==> src/rtl/itcm_fetch_ctrl_pkg.sv <==
// Shared constants and types for the fetch-side instruction memory controller.
// Latency: n/a (definitions only).
// Backpressure: n/a (definitions only).
package itcm_fetch_ctrl_pkg;

   // RISC-V "addi x0, x0, 0", used to replace instructions whose bus response errored.
   localparam logic [31:0] NOP_INSTR         = 32'h0000_0013;
   localparam logic [31:0] ITCM_BASE_DEFAULT = 32'h0000_0000;
   localparam int          ITCM_AW_DEFAULT   = 14;

   typedef enum logic [1:0] {
      BUS_IDLE = 2'd0,
      BUS_REQ  = 2'd1,
      BUS_WAIT = 2'd2
   } bus_state_e;

endpackage

==> src/rtl/itcm_fetch_ctrl_line_buf.sv <==
// imem_line_buf: 2-entry tag/data instruction buffer with combinational hit, probe and LRU fill.
// Latency: lookup is combinational; a fill is visible from the cycle after fill_vld.
// Backpressure: none; the fill port is always accepted and goes to the LRU / non-hit entry.
// Ports: lookup_tag -> hit/hit_data, probe_tag -> probe_hit (is this word buffered?),
//        fill_vld/fill_tag/fill_data write one entry per cycle.
module imem_line_buf
   import itcm_fetch_ctrl_pkg::*;
#(
   parameter int TAG_W  = 30,
   parameter int DATA_W = 32
) (
   input  logic              clk,
   input  logic              rst,
   input  logic [TAG_W-1:0]  lookup_tag,
   input  logic [TAG_W-1:0]  probe_tag,
   input  logic              fill_vld,
   input  logic [TAG_W-1:0]  fill_tag,
   input  logic [DATA_W-1:0] fill_data,
   output logic              hit,
   output logic [DATA_W-1:0] hit_data,
   output logic              probe_hit
);

   logic [1:0]        vld_q, vld_d;
   logic [TAG_W-1:0]  tag_q  [2];
   logic [TAG_W-1:0]  tag_d  [2];
   logic [DATA_W-1:0] data_q [2];
   logic [DATA_W-1:0] data_d [2];
   logic              lru_q, lru_d;
   logic [1:0]        match;
   logic              hit_idx;
   logic              victim;

   always_comb begin
      match[0]  = vld_q[0] && (tag_q[0] == lookup_tag);
      match[1]  = vld_q[1] && (tag_q[1] == lookup_tag);
      hit       = |match;
      hit_idx   = match[1];
      hit_data  = '0;
      if (hit) hit_data = data_q[hit_idx];
      probe_hit = (vld_q[0] && (tag_q[0] == probe_tag)) ||
                  (vld_q[1] && (tag_q[1] == probe_tag));

      // Never overwrite the entry currently feeding fetch.
      victim = hit ? ~hit_idx : lru_q;

      vld_d  = vld_q;
      tag_d  = tag_q;
      data_d = data_q;
      lru_d  = lru_q;
      if (fill_vld) begin
         vld_d[victim]  = 1'b1;
         tag_d[victim]  = fill_tag;
         data_d[victim] = fill_data;
         lru_d          = ~victim;
      end
      if (hit) lru_d = ~hit_idx;
   end

   always_ff @(posedge clk or posedge rst) begin
      if (rst) begin
         vld_q <= '0;
         lru_q <= 1'b0;
         for (int i = 0; i < 2; i++) begin
            tag_q[i]  <= '0;
            data_q[i] <= '0;
         end
      end else begin
         vld_q  <= vld_d;
         lru_q  <= lru_d;
         tag_q  <= tag_d;
         data_q <= data_d;
      end
   end

endmodule

==> src/rtl/itcm_fetch_ctrl.sv <==
// Fetch instruction responder: serves pc from the ITCM (with pc+4 prefetch) or the external bus.
// Latency: buffered hit 0 cycles, ITCM miss 1 cycle, bus miss = grant + response + 1 cycle.
// Backpressure: fetch holds pc while valid is low; ibus_req is held until ibus_gnt.
// Ports: pc -> instr_read_data(_valid); itcm_cs/itcm_addr/itcm_rdata single-cycle SRAM;
//        ibus_req/addr/gnt/rvalid/rdata/err external bus; ibus_fault error pulse for current pc.
module itcm_fetch_ctrl
   import itcm_fetch_ctrl_pkg::*;
#(
   parameter int                    ADDR_WIDTH  = 32,
   parameter int                    INSTR_WIDTH = 32,
   parameter logic [ADDR_WIDTH-1:0] ITCM_BASE   = ITCM_BASE_DEFAULT,
   parameter int                    ITCM_AW     = ITCM_AW_DEFAULT,
   parameter bit                    PREFETCH_EN = 1'b1
) (
   input  logic                   cpu_clk,
   input  logic                   cpu_rst,
   input  logic [ADDR_WIDTH-1:0]  pc,
   output logic                   instr_read_data_valid,
   output logic [INSTR_WIDTH-1:0] instr_read_data,
   output logic                   itcm_cs,
   output logic [ITCM_AW-1:0]     itcm_addr,
   input  logic [INSTR_WIDTH-1:0] itcm_rdata,
   output logic                   ibus_req,
   output logic [ADDR_WIDTH-1:0]  ibus_addr,
   input  logic                   ibus_gnt,
   input  logic                   ibus_rvalid,
   input  logic [INSTR_WIDTH-1:0] ibus_rdata,
   input  logic                   ibus_err,
   output logic                   ibus_fault
);

   localparam int TAG_W   = ADDR_WIDTH - 2;
   localparam int RGN_LSB = ITCM_AW + 2;

   logic [TAG_W-1:0]       pc_tag, nxt_tag, issue_tag;
   logic                   pc_aligned, pc_in_itcm, nxt_in_itcm;
   logic                   buf_hit, buf_probe_hit, pend_hit, pend_probe, hit_any, bus_miss;
   logic [INSTR_WIDTH-1:0] buf_data;
   logic                   fill_vld, bus_fill;
   logic [TAG_W-1:0]       fill_tag;
   logic [INSTR_WIDTH-1:0] fill_data;

   // Outstanding ITCM read: tag of the word whose data shows up on itcm_rdata this cycle.
   logic                   pend_vld_q, pend_vld_d;
   logic [TAG_W-1:0]       pend_tag_q, pend_tag_d;

   bus_state_e             state_q;
   logic                   ibus_req_q, ibus_fault_q;
   logic [ADDR_WIDTH-1:0]  ibus_addr_q;

   assign pc_tag      = pc[ADDR_WIDTH-1:2];
   assign nxt_tag     = pc_tag + TAG_W'(1);
   assign pc_aligned  = (pc[1:0] == 2'b00);
   assign pc_in_itcm  = (pc[ADDR_WIDTH-1:RGN_LSB] == ITCM_BASE[ADDR_WIDTH-1:RGN_LSB]);
   assign nxt_in_itcm = (nxt_tag[TAG_W-1:ITCM_AW] == ITCM_BASE[ADDR_WIDTH-1:RGN_LSB]);

   // The in-flight ITCM word is forwarded straight from the SRAM so an ITCM miss costs 1 cycle.
   assign pend_hit   = pend_vld_q && (pend_tag_q == pc_tag);
   assign pend_probe = pend_vld_q && (pend_tag_q == nxt_tag);
   assign hit_any    = pc_aligned && (buf_hit || pend_hit);
   assign bus_miss   = pc_aligned && !pc_in_itcm && !hit_any;
   assign bus_fill   = (state_q == BUS_WAIT) && ibus_rvalid;

   always_comb begin
      instr_read_data_valid = hit_any;
      instr_read_data       = '0;
      if (hit_any) instr_read_data = buf_hit ? buf_data : itcm_rdata;

      itcm_cs   = 1'b0;
      issue_tag = '0;
      if (!cpu_rst && pc_aligned && pc_in_itcm) begin
         if (!hit_any) begin
            itcm_cs   = 1'b1;
            issue_tag = pc_tag;
         end else if (PREFETCH_EN && nxt_in_itcm && !buf_probe_hit && !pend_probe) begin
            itcm_cs   = 1'b1;
            issue_tag = nxt_tag;
         end
      end
      itcm_addr  = issue_tag[ITCM_AW-1:0];
      pend_vld_d = itcm_cs;
      pend_tag_d = issue_tag;

      // A bus response takes the single fill port; a colliding ITCM word is dropped and
      // simply re-read later if fetch still wants it.
      fill_vld  = bus_fill || pend_vld_q;
      fill_tag  = pend_tag_q;
      fill_data = itcm_rdata;
      if (bus_fill) begin
         fill_tag  = ibus_addr_q[ADDR_WIDTH-1:2];
         fill_data = ibus_err ? INSTR_WIDTH'(NOP_INSTR) : ibus_rdata;
      end
   end

   always_ff @(posedge cpu_clk or posedge cpu_rst) begin
      if (cpu_rst) begin
         pend_vld_q <= 1'b0;
         pend_tag_q <= '0;
      end else begin
         pend_vld_q <= pend_vld_d;
         pend_tag_q <= pend_tag_d;
      end
   end

   // Bus FSM. A redirect never aborts an access; the response still fills under its own tag.
   // The fault pulse is registered so it coincides with the NOP becoming valid.
   always_ff @(posedge cpu_clk or posedge cpu_rst) begin
      if (cpu_rst) begin
         state_q      <= BUS_IDLE;
         ibus_req_q   <= 1'b0;
         ibus_addr_q  <= '0;
         ibus_fault_q <= 1'b0;
      end else begin
         ibus_fault_q <= 1'b0;
         case (state_q)
            BUS_IDLE: if (bus_miss) begin
               state_q     <= BUS_REQ;
               ibus_req_q  <= 1'b1;
               ibus_addr_q <= pc;
            end
            BUS_REQ: if (ibus_gnt) begin
               state_q    <= BUS_WAIT;
               ibus_req_q <= 1'b0;
            end
            BUS_WAIT: if (ibus_rvalid) begin
               state_q      <= BUS_IDLE;
               ibus_fault_q <= ibus_err && (pc == ibus_addr_q);
            end
            default: state_q <= BUS_IDLE;
         endcase
      end
   end

   assign ibus_req   = ibus_req_q;
   assign ibus_addr  = ibus_addr_q;
   assign ibus_fault = ibus_fault_q;

   imem_line_buf #(
      .TAG_W  (TAG_W),
      .DATA_W (INSTR_WIDTH)
   ) u_line_buf (
      .clk        (cpu_clk),
      .rst        (cpu_rst),
      .lookup_tag (pc_tag),
      .probe_tag  (nxt_tag),
      .fill_vld   (fill_vld),
      .fill_tag   (fill_tag),
      .fill_data  (fill_data),
      .hit        (buf_hit),
      .hit_data   (buf_data),
      .probe_hit  (buf_probe_hit)
   );

endmodule
==> config.mk <==
export PLATFORM = sky130hd
export DESIGN_NAME = itcm_fetch_ctrl
export DESIGN_NICKNAME = d
export VERILOG_FILES = /design/src/rtl/itcm_fetch_ctrl_pkg.sv /design/src/rtl/itcm_fetch_ctrl_line_buf.sv /design/src/rtl/itcm_fetch_ctrl.sv
export SDC_FILE = /design/constraint.sdc
export NUM_CORES = 1
export LEC_CHECK = 0
export ABC_CLOCK_PERIOD_IN_PS = 8500
export CAP_MARGIN = 40
export CORE_UTILIZATION = 55
export DETAILED_ROUTE_END_ITERATION = 7
export GPL_TIMING_DRIVEN = 1
export PLACE_DENSITY_LB_ADDON = 0.2
export SLEW_MARGIN = 10
export SYNTH_ARGS = -nofsm -noshare
export SYNTH_HDL_FRONTEND = slang
export SYNTH_SLANG_ARGS = --single-unit
==> constraint.sdc <==
create_clock -name cpu_clk -period 8.5 [get_ports cpu_clk]
set_clock_uncertainty 0.1 [all_clocks]
set_input_delay 0.85 -clock cpu_clk [delete_from_list [all_inputs] [get_ports cpu_clk]]
set_output_delay 0.85 -clock cpu_clk [all_outputs]
set_load 0.05 [all_outputs]
# Yosys cells after proc, flatten, opt, wreduce, memory -nomap -nowiden
# Cells that the tools add are included.
[classes] add_sub_neg=1 multipliers=0 div_mod_pow=0 magnitude_cmp=5 n_eq_ne=12 shift=0 muxes=34 bitwise_logic=5 reduce_logical=35
[ops] op="2-to-1 mux 32 bit" count=8
[ops] op="== test 30 bit" count=6
[ops] op="2-to-1 mux 30 bit" count=5
[ops] op="bitwise mux 64 bit" count=1
[ops] op="bitwise mux 60 bit" count=1
[ops] op="demux 32 bit (select 1 bit)" count=1
[ops] op="== test 32 bit" count=1
[ops] op="logical NOT 16 bit" count=2
[ops] op="adder 30 x 1 -> 30 bit (second input constant)" count=1
[ops] op="demux 30 bit (select 1 bit)" count=1
[ops] op="logical AND 1 bit" count=17
[ops] op="2-to-1 mux 1 bit" count=11
[ops] op="2-to-1 mux 2 bit" count=3
[ops] op="!= test 2 bit (second input constant)" count=3
[ops] op="one-hot mux 2 bit (3 select lines)" count=1
[ops] op="AND reduction 3 bit" count=2
[ops] op="logical NOT 1 bit" count=5
[ops] op=">= comparator 2 bit (second input constant)" count=2
[ops] op="logical NOT 2 bit" count=2
[ops] op="inverter 1 -> 2 bit" count=2
[ops] op="nonzero test 2 bit" count=2
[ops] op="logical OR 1 bit" count=3
[ops] op="== test 2 x 1 -> 1 bit (second input constant)" count=1
[ops] op="== test 2 bit (second input constant)" count=1
[ops] op="other kinds (9)" count=10
[word_totals] reg_bits=194 latchBits=0 mem_bits_rw=0 rom_bits=0 in_bits=101 out_inout_bits=82 elab_cells=104 n_memories=0

# Logic depth before layout (Yosys ltp)
# Gate-level depths: netlist of the first run.
[depth] ltp_word=10 depth_mapped=15

# Modules after synthesis
# From an unflattened synthesis of the first run, not the netlist that was laid out.
[hier_totals] cells_unflattened=1240 area_unflattened_um2=12683.4
[by_module_without_submodules] module="imem_line_buf" instances=1 cells_each=544 area_each_um2=6617.6 seq_area_each_um2=3178.0
[by_module_without_submodules] module="itcm_fetch_ctrl" instances=1 cells_each=696 area_each_um2=6065.8 seq_area_each_um2=1676.6

# Worst setup path before layout of the first run
# OpenSTA, ideal clock, no wires.
[synth_path] path_type="input to output" from="in pc[16]" to="out instr_read_data[10]" arrival_time_ns=4.194 t_required_ns=7.550 setup_slack_ns=3.356 stages=11 path_buffers=5 path_cell_list="clkbuf_1 clkbuf_1 xnor2_1 nand4_1 nor4_1 nand4_1 a311o_1 clkbuf_1 clkbuf_1 buf_1 a211oi_1"
[synth_between] elab_chain_len=8 elab_cells_between_ends=15 classes_between="3 x eq/ne; 5 x mux; 1 x bitwise; 6 x reduce/logical"
[synth_rtl] element="start, declared" line="itcm_fetch_ctrl.sv:17" text="input logic [ADDR_WIDTH-1:0] pc,"
[synth_rtl] element="== test 30 bit" line="itcm_fetch_ctrl_line_buf.sv:36" text="match[1] = vld_q[1] && (tag_q[1] == lookup_tag);"
[synth_rtl] element="logical AND 1 bit" line="itcm_fetch_ctrl_line_buf.sv:36"
[synth_rtl] element="inverter 1 -> 2 bit (implied by the code)" line="itcm_fetch_ctrl_line_buf.sv:40" text="if (hit) hit_data = data_q[hit_idx];"
[synth_rtl] element="2-to-1 mux 32 bit (implied by the code) (3 in series)" line="itcm_fetch_ctrl_line_buf.sv:40"
[synth_rtl] element="2-to-1 mux 32 bit" line="itcm_fetch_ctrl.sv:67" text="if (hit_any) instr_read_data = buf_hit ? buf_data : itcm_rdata;"
[synth_rtl] element="2-to-1 mux 32 bit *" line="itcm_fetch_ctrl.sv:67"
[synth_rtl] element="end, declared" line="itcm_fetch_ctrl.sv:19" text="output logic [INSTR_WIDTH-1:0] instr_read_data,"
# Mark *: on every way between the ends. The rest lies on a longest branch, timed or not. The select of a mux whose other input is x is not followed.

# Final worst setup path of the first run
[layout_path] from="in pc[2]" to="out itcm_addr[4]"
[layout_between] elab_chain_len=10 elab_cells_between_ends=25 classes_between="1 x add/sub; 6 x eq/ne; 3 x mux; 15 x reduce/logical"
[layout_rtl] element="adder 30 x 1 -> 30 bit" line="itcm_fetch_ctrl.sv:52" text="assign nxt_tag = pc_tag + TAG_W'(1);"
[layout_rtl] element="== test 30 bit, on equally long branches" line="itcm_fetch_ctrl_line_buf.sv:41, itcm_fetch_ctrl_line_buf.sv:42"
[layout_rtl] element="logical AND 1 bit, on equally long branches" line="itcm_fetch_ctrl_line_buf.sv:41, itcm_fetch_ctrl_line_buf.sv:42"
[layout_rtl] element="logical OR 1 bit" line="itcm_fetch_ctrl_line_buf.sv:41" text="probe_hit = (vld_q[0] && (tag_q[0] == probe_tag)) ||"
[layout_rtl] element="logical NOT 1 bit" line="itcm_fetch_ctrl.sv:75" text="end else if (PREFETCH_EN && nxt_in_itcm && !buf_probe_hit && !pend_probe) begin"
[layout_rtl] element="logical AND 1 bit (2 in series)" line="itcm_fetch_ctrl.sv:75"
[layout_rtl] element="2-to-1 mux 30 bit" line="itcm_fetch_ctrl.sv:75"
[layout_rtl] element="2-to-1 mux 30 bit *" line="itcm_fetch_ctrl.sv:72" text="if (!hit_any) begin"
[layout_rtl] element="2-to-1 mux 30 bit *" line="itcm_fetch_ctrl.sv:71" text="if (!cpu_rst && pc_aligned && pc_in_itcm) begin"
[layout_rtl] element="end, declared" line="itcm_fetch_ctrl.sv:21" text="output logic [ITCM_AW-1:0] itcm_addr,"
# Mark *: on every way between the ends. The rest lies on a longest branch, timed or not.

==> results of run 1 <==
## sequential cells by signal (all words and copies together) (netlist names)
register,cells
u_line_buf.data_q,64
u_line_buf.tag_q,60
ibus_addr,32
pend_tag_q,30
state_q,2
u_line_buf.vld_q,2
ibus_fault,1
ibus_req,1
pend_vld_q,1
u_line_buf.lru_q,1
## through the flow
| step | std cells | power, mW | hold slack [ns] |
|---|---|---|---|
| after CTS | 1763 | 3.53 | 0.388 |
| after global routing | 1763 | 3.71 | 0.412 |
| final | 1763 | 3.53 | 0.385 |
| after floorplan | 1374 | 2.23 | 0.349 |
| after global placement | 1729 | 2.65 | 0.359 |
| after detailed placement | 1731 | 2.69 | 0.370 |
## routing by layer
metal,GRT usage,vias up,wire (um)
li1,-,5004,-
met1,0.474,5281,16400
met2,0.606,446,19400
met3,0.0861,93,3170
met4,0.159,0,1620
met5,0,-,0
## kinds of logic (layout without fill, tap and decap cells)
logic type | count (synthesis) | in the layout
xor gates and xnor gates | 194 | 194
other | 1 | 16
and+or+nand+nor | 450 | 450
adders and majority gates | 1 | 1
buffers and inverters | 139 | 253
DFF | 194 | 194
muxes | 78 | 78
AOI/OAI and AO/OA | 302 | 302
## final cells by class
type                       count  area, um^2
inverter                      15        63.8
fill                        1719        6670
multi-input combinational   1041        6770
timing repair buffer         206        2040
tap                          275         344
clock inverter                15         183
clock buffer                  17         425
sequential                   194        4850
## where the power goes
part,internal [mW],switching [mW]
clock network,0.401,0.436
registers,1.22,0.282
logic,0.474,0.716
total,2.10,1.43
## worst register-to-register path: cells and delay by family (launching register included)
family	cells	cell delay [ns]
xor+xnor	1	0.43
compound gates	2	0.71
simple gates	4	1.08
buf+inv	3	1.54
flops	1	0.39
## worst min path at each step
stage,cells past startpoint,slack [ns],startpoint,endpoint
CTS,2,0.39,u_line_buf.data_q[55],u_line_buf.data_q[55]
global route,2,0.41,u_line_buf.data_q[38],u_line_buf.data_q[38]
finish,2,0.38,u_line_buf.data_q[55],u_line_buf.data_q[55]
global placement,2,0.36,ibus_req,ibus_req
detailed placement,2,0.37,u_line_buf.data_q[55],u_line_buf.data_q[55]
floorplan,1,0.35,u_line_buf.vld_q[1],u_line_buf.vld_q[1]
## synthesized netlist by cell type, types with 14 or more instances
master    number  area share
a211oi_1      28       0.017
a21oi_1       56       0.023
buf_4         18       0.011
clkbuf_1      84       0.026
dfrtp_1      194        0.40
inv_1         15      0.0046
mux2_2        24       0.022
mux2i_1       54       0.045
nand2_1      176       0.054
nand3_1       34       0.014
nand4_1       39       0.020
nor2_1        47       0.015
nor3b_1       32       0.020
nor4_1        34       0.018
o21ai_0      155       0.064
or3_1         14      0.0072
xnor2_1      116       0.084
xor2_1        76       0.055
==> results_dict.tcl, run 1 <==
set metrics [dict create \
    p_leak_nw 6.11 \
    cts-root-buf "clkbuf_16" \
    cts_sinks 194 \
    rows 53 \
    maxCapViolations 0 \
    hp-class "reg -> reg" \
    placed_area_um2 14100 \
    synth.area.mux_share 0.0668 \
    grt_pass1_vias 10500 \
    fmax_mhz 138 \
    pre_cts_ws_ns 1.33 \
    synth-edff-count 0 \
    reg2reg_to "u_line_buf.tag_q[13]" \
    nets 1577 \
    yosysUniqueCellTypes 69 \
    crit_type "in -> out" \
    stdcell_area_um2 14700 \
    finalSetupTns_ns 0 \
    power_density_nw_per_um2 241 \
    syn_inst 1359 \
    fp.coreArea_um2 21400 \
    critPathCapture "itcm_addr[4]" \
    cpMaxStageDelayCell "clkdlybuf4s50_1" \
    via_per_inst 6.14 \
    drive_above_1_share 0.0665 \
    boundaryPins 183 \
    antenna_found_initial 0 \
    drc 0 \
    die_width_um 151 \
    critPathMaxStageDelay_ns 0.80 \
    netlist_area_um2 12100 \
    rrSetupSlack_ns 4.08 \
    ys_ff_latch 194 \
    cts_tree "built" \
    grt_max_degree 117 \
    worstPathArrival_ns 6.29 \
    synth-xor-area-share 0.142 \
    setup.worst_path.start_class "primary input" \
    ctsHoldBuffers 0 \
    synth_top_family_by_area "simple AND/OR/NAND/NOR gates" \
    clkTransAtPathRegs_ns 0.08 \
    cts_made_buffers 17 \
    ys_seq_area_frac 0.400 \
    setup_viol 0 \
    status "complete, no violations" \
    final_common_cell "dfrtp_1" \
    r2r_cells 10 \
    period_needed_ns 7.24 \
    required_ns 7.55 \
    cts_setup_buffers 0 \
    cts_resized 0 \
    path_depth 13 \
    worstPathCellList "clkdlybuf4s50_1 > ha_1 > inv_1 > or4_1 > xor2_1 > a2bb2oi_1 > o2111ai_1 > or4_1 > or4_1 > nand3_2 > a21oi_1 > a31o_2 > clkdlybuf4s50_1" \
    post-route-util 0.688 \
    layout_common_cells "dfrtp_1, clkdlybuf4s50_1, nand2_1" \
    yosysWarnings 0 \
    end_kind "output pin" \
    worst_slew_pin_slew_ns 0.790 \
    grt-ovfl-total 0 \
    slew_headroom 0.474 \
    drt_iter0_drc 789 \
    cpMostUsedCell "or4_1" \
    cp_max_fo 15 \
    vias 10800 \
    fin_crit_sh 0.852 \
    area_delta_synth_final_pct 20.9 \
    die_y_um 151 \
    grt_usage 0.372 \
    synth.avg_cell_area_um2 8.94 \
    synth-compound-area-share 0.147 \
    hold_violations 0 \
    cp-startpoint "pc[2]" \
    wl_per_cell_um 23.0 \
    antennaDiodeCount 0 \
    clk-insertion-delay-late_ns 0.46 \
    grt_pass1_wl_um 62600 \
    path_delay_family "simple AND/OR/NAND/NOR gates" \
    cts_max_level 4 \
    postSynth.asyncResetShare 1.00 \
    clk_path_buf_depth 2 \
    setup_ws_ns 1.26 \
    wl_um 40600 \
    ant_nets 0 \
    finalMaxSlewViolations 0 \
    ys.flop_type "dfrtp_1" \
    ir_worst_vdd_v 0.000142 \
    synth_fa_ha_area_frac 0.00103 \
    die-area_um2 22700 \
    synth_simple_gate_area_frac 0.192 \
    io_buffers 182 \
    rsz0062_at_grt "false" \
    drt_first_pass_iters 7 \
    initial_utilization 0.569 \
    path_buf_inv 3 \
    dp_hpwl_um 29200 \
    place_congestion 1.00 \
    r2r-start "u_line_buf.tag_q[42]" \
]
(Power assumes the default switching activity.)
==> run 2, diff against run 1 <==
- SETUP_SLACK_MARGIN: unset -> 0.5
==> results of run 2 <==
Same layout as run 1: the final DEF is identical, and so are final timing and power.
